===== src/rtl/data_mux.sv =====
// data_mux: N-way word selector with range flag, hold-able registered copy and optional sticky error (DATA_MUX_STICKY_ERR_EN)
module data_mux #(
  parameter int N_OPTIONS = 4,
  parameter int DATA_WIDTH = 32,
  parameter int SEL_WIDTH = (N_OPTIONS > 1) ? $clog2(N_OPTIONS) : 1,
  parameter logic [DATA_WIDTH-1:0] RESET_VALUE = '0
) (
  input  logic                  i_clk,
  input  logic                  i_rst_n,
  input  logic [SEL_WIDTH-1:0]  i_sel,
  input  logic [DATA_WIDTH-1:0] i_val [0:N_OPTIONS-1],
  input  logic                  i_en,
  output logic [DATA_WIDTH-1:0] o_val,
  output logic [DATA_WIDTH-1:0] o_val_q,
  output logic                  o_sel_invalid,
  output logic                  o_sel_err
);
  // Compare against each legal index so an out-of-range select yields zero, never a wrapped word.
  always_comb begin
    o_val = '0;
    for (int i = 0; i < N_OPTIONS; i++) o_val = (int'(i_sel) == i) ? i_val[i] : o_val;
  end
  assign o_sel_invalid = int'(i_sel) >= N_OPTIONS;
  always_ff @(posedge i_clk)
    if (!i_rst_n) o_val_q <= RESET_VALUE;
    else if (i_en) o_val_q <= o_val;
`ifdef DATA_MUX_STICKY_ERR_EN
  always_ff @(posedge i_clk)
    if (!i_rst_n) o_sel_err <= 1'b0;
    else if (o_sel_invalid) o_sel_err <= 1'b1;
`else
  assign o_sel_err = 1'b0;
`endif
endmodule


===== config.mk =====
export PLATFORM = sky130hd
export DESIGN_NAME = data_mux
export DESIGN_NICKNAME = d
export VERILOG_FILES = /design/src/rtl/data_mux.sv
export SDC_FILE = /design/constraint.sdc
export NUM_CORES = 1
export LEC_CHECK = 0
export CORE_MARGIN = 10
export CORE_UTILIZATION = 30
export CTS_CLUSTER_DIAMETER = 100
export DETAILED_ROUTE_END_ITERATION = 10
export PLACE_DENSITY = 0.87
export SLEW_MARGIN = 10
export SYNTH_ARGS = -nofsm -noshare
export SYNTH_HDL_FRONTEND = slang
export SYNTH_SLANG_ARGS = --single-unit

===== constraint.sdc =====
create_clock -name i_clk -period 1.25 [get_ports i_clk]
set_input_delay 0.3125 -clock i_clk [delete_from_list [all_inputs] [get_ports i_clk]]
set_output_delay 0.3125 -clock i_clk [all_outputs]
set_load 0.01 [all_outputs]

==> results of run 1 <==
-- placed cells by master, fill, tap and decap left out --
master and instances:
buf_2 32, clkbuf_2 6, nand3_4 1, dfxtp_1 32, nand3b_4 1, conb_1 2
mux2i_1 24, clkdlybuf4s15_1 19, mux2i_2 25, bufinv_16 1, o221ai_1 26, buf_8 1
dlygate4sd2_1 137, nand3b_1 32, clkbuf_8 7, buf_16 11, buf_4 120, o221ai_2 6
mux2i_4 47, buf_12 7, buf_6 7
-- metrics by stage --
stage / setup WS, ns / util / setup TNS, ns / instance area (sq um)
after detailed placement: -0.743 / 0.632 / -30.68 / 4910
after global routing: -0.306 / 0.793 / -7.33 / 6160
after floorplan: -0.0325 / - / -0.533 / 2490
after CTS: -0.236 / 0.750 / -5.33 / 5830
final: -0.293 / 0.793 / -6.25 / 6160
after global placement: -0.707 / 0.632 / -29.00 / 4910
-- tightest hold or removal path, stage by stage (launching register included) --
cell and delay, ns:
dfxtp_1 0.33, nand3b_1 0.07, o221ai_1 0.06
-- logic make-up after synthesis --
logic type / after synthesis
other: 1
multiplexers: 96
buffers and inverters: 26
AND/OR/NAND/NOR: 34
flip-flops: 32
AO/OA/AOI/OAI: 32
-- worst max-delay path by stage --
stage	start	to	slack, ns
after floorplan	i_sel[0]	o_val[19]	-0.03
after global placement	i_val[120]	o_val[24]	-0.71
after detailed placement	i_val[62]	o_val[30]	-0.74
after CTS	i_sel[0]	o_val[15]	-0.24
after global routing	i_sel[0]	o_val[30]	-0.31
final	i_sel[0]	o_val[30]	-0.29
-- layer usage --
layer	global-route usage	vias up
li1	-	1523
met1	0.232	1631
met2	0.417	195
met3	0.0708	26
met4	0.0567	0
met5	0	-
-- power by group through the flow --
stage          Combinational [mW]  Sequential (mW)  Clock [mW]
2_1_floorplan               0.595             1.20           0
3_3_place_gp                 1.69             1.16           0
3_5_place_dp                 1.73             1.17           0
4_1_cts                      1.97             1.14        1.13
5_1_grt                      2.29             1.16        1.17
6_report                     2.19             1.15        1.11
-- final cells by class --
type                       instances  area (sq um)  share of cell area
multi-input combinational        164          2250               0.365
clock buffer                       7          96.3              0.0156
sequential                        32           641               0.104
clock inverter                     1          30.0             0.00488
timing repair buffer             340          3020               0.490
tap                              102           128              0.0207
-- what timing repair did --
item	CTS	global route
gates cloned	8	0
resized for setup	389	70
endpoints found under the hold margin	0	0
endpoints found under the setup margin	75	62
buffers inserted	65	12
pin swaps	3	5
==> metrics.txt, run 1 <==
# TYPE chip_impl_metric gauge
chip_impl_metric{name="finalMaxSlewViolations",unit=""} 0
chip_impl_metric{name="post_layout_nets",unit=""} 676
chip_impl_metric{name="critical_path_buf_inv_count",unit=""} 3
chip_impl_metric{name="sw_frac_of_total",unit=""} 0.305
chip_impl_metric{name="start_util",unit=""} 0.308
chip_impl_metric{name="p_sw",unit="mW"} 1.36
chip_impl_info{name="most_flops_register",value="o_val_q"} 1
chip_impl_metric{name="syn_avg_cell_area",unit="sq um"} 10.8
chip_impl_metric{name="worst_ir_drop_vdd",unit="uV"} 426
chip_impl_metric{name="detail_route.first_pass.iterations",unit=""} 6
chip_impl_metric{name="synth.mux.area_fraction",unit=""} 0.401
chip_impl_metric{name="detail_route.wirelength.met1",unit="mm"} 5.26
chip_impl_metric{name="yosys_warnings",unit=""} 0
chip_impl_metric{name="grt_pass1_wl",unit="mm"} 20.7
chip_impl_info{name="largest_family_of_logic_cells_by_synthesized_area",value="multiplexers"} 1
chip_impl_info{name="yosys.cell_count.top_type",value="mux2i_1"} 1
chip_impl_info{name="cpMostUsedCell",value="buf_16"} 1
chip_impl_metric{name="core_area",unit="sq um"} 7770
chip_impl_metric{name="timing.fmax",unit="MHz"} 648
chip_impl_info{name="worstHoldPathType",value="flip-flop to flip-flop"} 1
chip_impl_metric{name="synthXorXnorAreaFrac",unit=""} 0
chip_impl_metric{name="n_antenna_cell",unit=""} 0
chip_impl_metric{name="detail_route.wl_per_cell",unit="microns"} 23.0
chip_impl_metric{name="hold_ws",unit="ns"} 0.495
chip_impl_metric{name="mappedNetlistArea",unit="sq um"} 2400
chip_impl_info{name="unrepaired_setup_endpoints_after_global_routing",value="true"} 1
chip_impl_metric{name="clk_lat_worst_skew",unit="ns"} 0.28
chip_impl_metric{name="fin_skew",unit="ns"} 0
chip_impl_metric{name="timing.final.crit_share",unit=""} 1.23
chip_impl_metric{name="ff_to_ff_path_depth",unit=""} 2
chip_impl_metric{name="regToRegSetupSlack",unit="ns"} 0.55
chip_impl_info{name="failed_checks",value="setup timing"} 1
chip_impl_info{name="clockRootBuffer",value="clkbuf_8"} 1
chip_impl_metric{name="remaining_routing_drc_violations",unit=""} 0
chip_impl_metric{name="starting_drt_drc_count",unit=""} 171
chip_impl_metric{name="synth_compound_area_frac",unit=""} 0.120
chip_impl_metric{name="cts_max_path_buffers",unit=""} 2
chip_impl_metric{name="cts-htree-levels",unit=""} 2
chip_impl_metric{name="initial_antenna_violation_count",unit=""} 0
chip_impl_metric{name="synth.top_cell.area_share",unit=""} 0.401
chip_impl_metric{name="postSynth.asyncResetShare",unit=""} 0
chip_impl_info{name="reg_top3",value="o_val_q: 32 flops"} 1
chip_impl_metric{name="final_layout_size_suffix_gt1_frac",unit=""} 0.500
chip_impl_metric{name="clock_power_share",unit=""} 0.250
chip_impl_metric{name="pwr_density_cell",unit="nW/um^2"} 721
chip_impl_info{name="clock_tree_from_tritoncts",value="built"} 1
chip_impl_metric{name="path_clk_slew",unit="ns"} 0.07
chip_impl_metric{name="synthDistinctLibCells",unit=""} 14
chip_impl_metric{name="post_synth_fa_ha_maj_area_fraction",unit=""} 0
chip_impl_info{name="min_to",value="o_val_q[2]"} 1
chip_impl_metric{name="route.vias.total",unit=""} 3375
chip_impl_metric{name="final_antenna_net_count",unit=""} 0
chip_impl_info{name="synth.top_cells.by_area",value="mux2i_1 40%, dfxtp_1 27%, o221ai_1 11%"} 1
chip_impl_metric{name="post-route-min-period",unit="ns"} 1.54
chip_impl_metric{name="setup_slack",unit="ns"} -0.293
chip_impl_metric{name="grt_overflow_total",unit=""} 0
chip_impl_metric{name="max_cap_violations",unit=""} 0
chip_impl_info{name="min_from",value="o_val_q[2]"} 1
chip_impl_metric{name="setup-violations-final",unit=""} 33
chip_impl_metric{name="part_of_the_total_power_dissipated_in_sequential_elements",unit=""} 0.258
chip_impl_metric{name="wl_met3",unit="mm"} 1.37
chip_impl_metric{name="critical_path_depth",unit=""} 5
chip_impl_metric{name="post-place-cells",unit=""} 559
chip_impl_metric{name="ys_ff_latch",unit=""} 32
chip_impl_metric{name="dpl.hpwl",unit="mm"} 9.37
chip_impl_metric{name="number_of_flip_flops_in_the_largest_register",unit=""} 32
chip_impl_metric{name="tritoncts.num_buffers",unit=""} 5
chip_impl_metric{name="whs_path_depth",unit=""} 2
chip_impl_metric{name="gp_congestion",unit=""} 0.942
chip_impl_metric{name="die_w",unit="microns"} 109
chip_impl_metric{name="port-buffer-count",unit=""} 196
chip_impl_info{name="slowest_cell_on_crit_path",value="mux2i_1"} 1
chip_impl_metric{name="grt_pass1_vias",unit=""} 3718
chip_impl_metric{name="internal-power",unit="mW"} 3.09
chip_impl_metric{name="edff_count_synth",unit=""} 0
chip_impl_info{name="outcome",value="complete, but fails checks"} 1
chip_impl_metric{name="synth_sequential_area_ratio",unit=""} 0.267
chip_impl_metric{name="layout.filler_cells",unit=""} 472
chip_impl_metric{name="drt-vias-per-instance",unit=""} 5.22
chip_impl_metric{name="hold_fix_buffers_at_cts",unit=""} 0
chip_impl_info{name="synth_top_flop_cell",value="dfxtp_1"} 1
chip_impl_info{name="worst_setup_path_end_kind",value="primary output"} 1
chip_impl_metric{name="critPathMaxFanout",unit=""} 6
chip_impl_info{name="path_cells",value="buf_16, buf_16, mux2i_4, mux2i_1, buf_2"} 1
chip_impl_info{name="synth_common_cells",value="96 x mux2i_1, 32 x dfxtp_1, 32 x nand3b_1"} 1
chip_impl_metric{name="power_leakage",unit="nW"} 2.77
chip_impl_metric{name="grt_start_max_net_pins",unit=""} 25
chip_impl_info{name="timing.critical_path.max_delay_family",value="buffers and inverters"} 1
chip_impl_metric{name="clock_sink_count",unit=""} 32
chip_impl_metric{name="final-hold-violation-count",unit=""} 0
chip_impl_info{name="worstSetupPathType",value="primary input to primary output"} 1
chip_impl_metric{name="worst_path_largest_cell_delay",unit="ns"} 0.22
chip_impl_metric{name="required",unit="ns"} 0.94
chip_impl_metric{name="wl_met2",unit="mm"} 7.87
chip_impl_metric{name="die_h",unit="microns"} 109
chip_impl_metric{name="groute.usage.overall",unit=""} 0.222
chip_impl_metric{name="layoutNonFillerInstCount",unit=""} 646
chip_impl_metric{name="cp_data_arrival_time",unit="ns"} 1.23
chip_impl_info{name="dominant_cell_type_by_area_after_synthesis",value="mux2i_1"} 1
chip_impl_metric{name="die-area",unit="sq um"} 12000
chip_impl_metric{name="synthesis.instances",unit=""} 221
chip_impl_metric{name="totalPowerFinal",unit="mW"} 4.44
chip_impl_info{name="r2r-end",value="o_val_q[1]"} 1
chip_impl_info{name="crit_path_start_kind",value="primary input"} 1
chip_impl_info{name="worstReg2RegStart",value="o_val_q[1]"} 1
chip_impl_info{name="top_routing_layer_in_use",value="met4"} 1
chip_impl_metric{name="ioPinCount",unit=""} 199
chip_impl_metric{name="synthSimpleGateAreaFrac",unit=""} 0.116
chip_impl_metric{name="area_growth_syn_to_layout",unit="%"} 157
chip_impl_metric{name="comb_power_share",unit=""} 0.492
chip_impl_metric{name="row_count",unit=""} 32
chip_impl_metric{name="detail_route.wirelength",unit="mm"} 14.8
Note: power is estimated with default switching activity, not from simulation.
==> run 2, diff against run 1 <==
SLEW_MARGIN = 20   (was 10)
==> results of run 2 <==
No change in the layout: final DEF, timing and power equal those of run 1.
==> run 3, diff against run 2 <==
CORE_UTILIZATION = 41   (was 30)
DONT_BUFFER_PORTS = 1   (was default)
PLACE_DENSITY = 0.65   (was 0.87)
SETUP_SLACK_MARGIN = 0.15   (was default)
==> run 3 against run 2 <==
Net effect:
- the flow now finishes without violations
- largest power group is now registers
- clock skew is the same
- sequential share of layout area grew 16 points
- core utilization shrank 35 points
- register-to-register slack is essentially flat
- largest cell class is now multi-input combinational cells
==> metrics.txt, run 3 (synthesized netlist as in run 1, its figures left out) <==
# TYPE chip_impl_metric gauge
chip_impl_info{name="most_flops_register",value="o_val_q"} 1
chip_impl_metric{name="power_leakage",unit="nW"} 0.984
chip_impl_info{name="worstHoldPathType",value="primary input to flip-flop"} 1
chip_impl_metric{name="setup_slack",unit="ns"} 0.0992
chip_impl_info{name="path_cells",value="mux2i_1, mux2i_2"} 1
chip_impl_metric{name="port-buffer-count",unit=""} 0
chip_impl_metric{name="die_w",unit="microns"} 96.4
chip_impl_info{name="reg_top3",value="o_val_q: 32 flops"} 1
chip_impl_metric{name="dpl.hpwl",unit="mm"} 5.91
chip_impl_metric{name="cp_data_arrival_time",unit="ns"} 0.84
chip_impl_metric{name="final-hold-violation-count",unit=""} 0
chip_impl_metric{name="worst_path_largest_cell_delay",unit="ns"} 0.31
chip_impl_info{name="most_common_cell_after_layout_fill_and_taps_aside",value="mux2i_1"} 1
chip_impl_metric{name="wl_met2",unit="mm"} 3.94
chip_impl_metric{name="area_growth_syn_to_layout",unit="%"} 2.51
chip_impl_info{name="final_cell_mix",value="74 x mux2i_1, 32 x nand3b_1, 32 x dfxtp_1"} 1
chip_impl_metric{name="detail_route.wirelength.met1",unit="mm"} 2.66
chip_impl_metric{name="die_h",unit="microns"} 96.4
chip_impl_metric{name="grt_overflow_total",unit=""} 0
chip_impl_metric{name="pre_cts_slack",unit="ns"} 0.0798
chip_impl_metric{name="route.vias.total",unit=""} 1822
chip_impl_metric{name="hold_ws",unit="ns"} 0.194
chip_impl_metric{name="remaining_routing_drc_violations",unit=""} 0
chip_impl_metric{name="timing.fmax",unit="MHz"} 869
chip_impl_metric{name="layout.filler_cells",unit=""} 567
chip_impl_metric{name="post-place-cells",unit=""} 269
chip_impl_metric{name="finalCoreUtilization",unit=""} 0.441
chip_impl_metric{name="core_area",unit="sq um"} 5570
chip_impl_metric{name="clk_lat_worst_skew",unit="ns"} 0.28
chip_impl_metric{name="timing.final.crit_share",unit=""} 0.921
chip_impl_metric{name="final_layout_size_suffix_gt1_frac",unit=""} 0.156
chip_impl_info{name="slowest_cell_on_crit_path",value="mux2i_1"} 1
chip_impl_metric{name="pwr_density_cell",unit="nW/um^2"} 1030
chip_impl_metric{name="cts_max_path_buffers",unit=""} 2
chip_impl_metric{name="detail_route.wirelength",unit="mm"} 7.83
chip_impl_metric{name="finalMaxSlewViolations",unit=""} 0
chip_impl_info{name="clock_tree_from_tritoncts",value="built"} 1
chip_impl_metric{name="critical_path_buf_inv_count",unit=""} 0
chip_impl_metric{name="groute.usage.overall",unit=""} 0.150
chip_impl_metric{name="dpl-instance-area",unit="sq um"} 2350
chip_impl_metric{name="fin_skew",unit="ns"} 0
chip_impl_metric{name="post_layout_nets",unit=""} 337
chip_impl_info{name="clockRootBuffer",value="clkbuf_8"} 1
chip_impl_metric{name="layoutNonFillerInstCount",unit=""} 277
chip_impl_metric{name="initial_antenna_violation_count",unit=""} 0
chip_impl_metric{name="number_of_flip_flops_in_the_largest_register",unit=""} 32
chip_impl_info{name="worstSetupPathType",value="primary input to primary output"} 1
chip_impl_metric{name="multiInputGateArea",unit="sq um"} 1620
chip_impl_metric{name="post-route-min-period",unit="ns"} 1.15
chip_impl_metric{name="path_clk_slew",unit="ns"} 0.06
chip_impl_metric{name="gp_congestion",unit=""} 0.733
chip_impl_metric{name="drt-vias-per-instance",unit=""} 6.58
chip_impl_metric{name="grt_pass1_vias",unit=""} 1951
chip_impl_metric{name="n_antenna_cell",unit=""} 0
chip_impl_metric{name="final_area",unit="sq um"} 2460
chip_impl_metric{name="tritoncts.num_buffers",unit=""} 5
chip_impl_metric{name="final-seq-area",unit="sq um"} 641
chip_impl_info{name="top_routing_layer_in_use",value="met4"} 1
chip_impl_metric{name="post-cts-setup-buffers",unit=""} 0
chip_impl_metric{name="worst_ir_drop_vdd",unit="uV"} 469
chip_impl_info{name="outcome",value="complete, no violations"} 1
chip_impl_info{name="timing.critical_path.max_delay_family",value="multiplexers"} 1
chip_impl_metric{name="start_util",unit=""} 0.430
chip_impl_metric{name="totalPowerFinal",unit="mW"} 2.53
chip_impl_metric{name="detail_route.wl_per_cell",unit="microns"} 28.3
chip_impl_metric{name="row_count",unit=""} 27
chip_impl_metric{name="setup-violations-final",unit=""} 0
chip_impl_metric{name="die-area",unit="sq um"} 9300
chip_impl_info{name="unrepaired_setup_endpoints_after_global_routing",value="true"} 1
chip_impl_metric{name="starting_drt_drc_count",unit=""} 53
chip_impl_info{name="crit_path_start_kind",value="primary input"} 1
chip_impl_metric{name="final_antenna_net_count",unit=""} 0
chip_impl_info{name="worst_setup_path_end_kind",value="primary output"} 1
chip_impl_metric{name="ioPinCount",unit=""} 199
chip_impl_metric{name="tns",unit="ns"} 0
chip_impl_metric{name="detail_route.first_pass.iterations",unit=""} 4
chip_impl_metric{name="wl_met3",unit="mm"} 1.18
chip_impl_metric{name="max_cap_violations",unit=""} 0
chip_impl_metric{name="critPathMaxFanout",unit=""} 64
chip_impl_metric{name="grt_pass1_wl",unit="mm"} 11.0
chip_impl_metric{name="required",unit="ns"} 0.94
chip_impl_metric{name="clock_sink_count",unit=""} 32
chip_impl_metric{name="grt_start_max_net_pins",unit=""} 65
chip_impl_metric{name="cts-htree-levels",unit=""} 2
-- run 3: layer usage --
metal | track usage | vias to the layer above
met5 | 0 | -
met2 | 0.263 | 115
met3 | 0.0887 | 5
met4 | 0.0400 | 0
li1 | - | 837
met1 | 0.148 | 865
-- run 3: worst paths after layout --
check	end	start	slack (ns)	cells past startpoint
min	o_val_q[27]	i_rst_n	0.19	2
min reg2reg	o_val_q[19]	o_val_q[19]	0.58	2
max reg2reg	o_val_q[22]	o_val_q[22]	0.55	2
max	o_val[24]	i_sel[0]	0.1	2
-- run 3: repair_timing --
action	in CTS	in global routing
resized for setup	1	4
setup endpoints to repair	1	6
hold buffers	0	0
-- run 3: layout make-up --
class,instances,area share
clock buffers,8,0.0367
multi-input cells,164,0.658
flip-flops and latches,32,0.261
well taps,72,0.0367
repair buffers,1,0.00815
-- run 3: report_power, final --
part / internal, mW / switching [mW] / total (mW)
Combinational: 0.259 / 0.250 / 0.509
Sequential: 1.10 / 0.106 / 1.21
Clock: 0.449 / 0.368 / 0.816
Total: 1.81 / 0.724 / 2.53
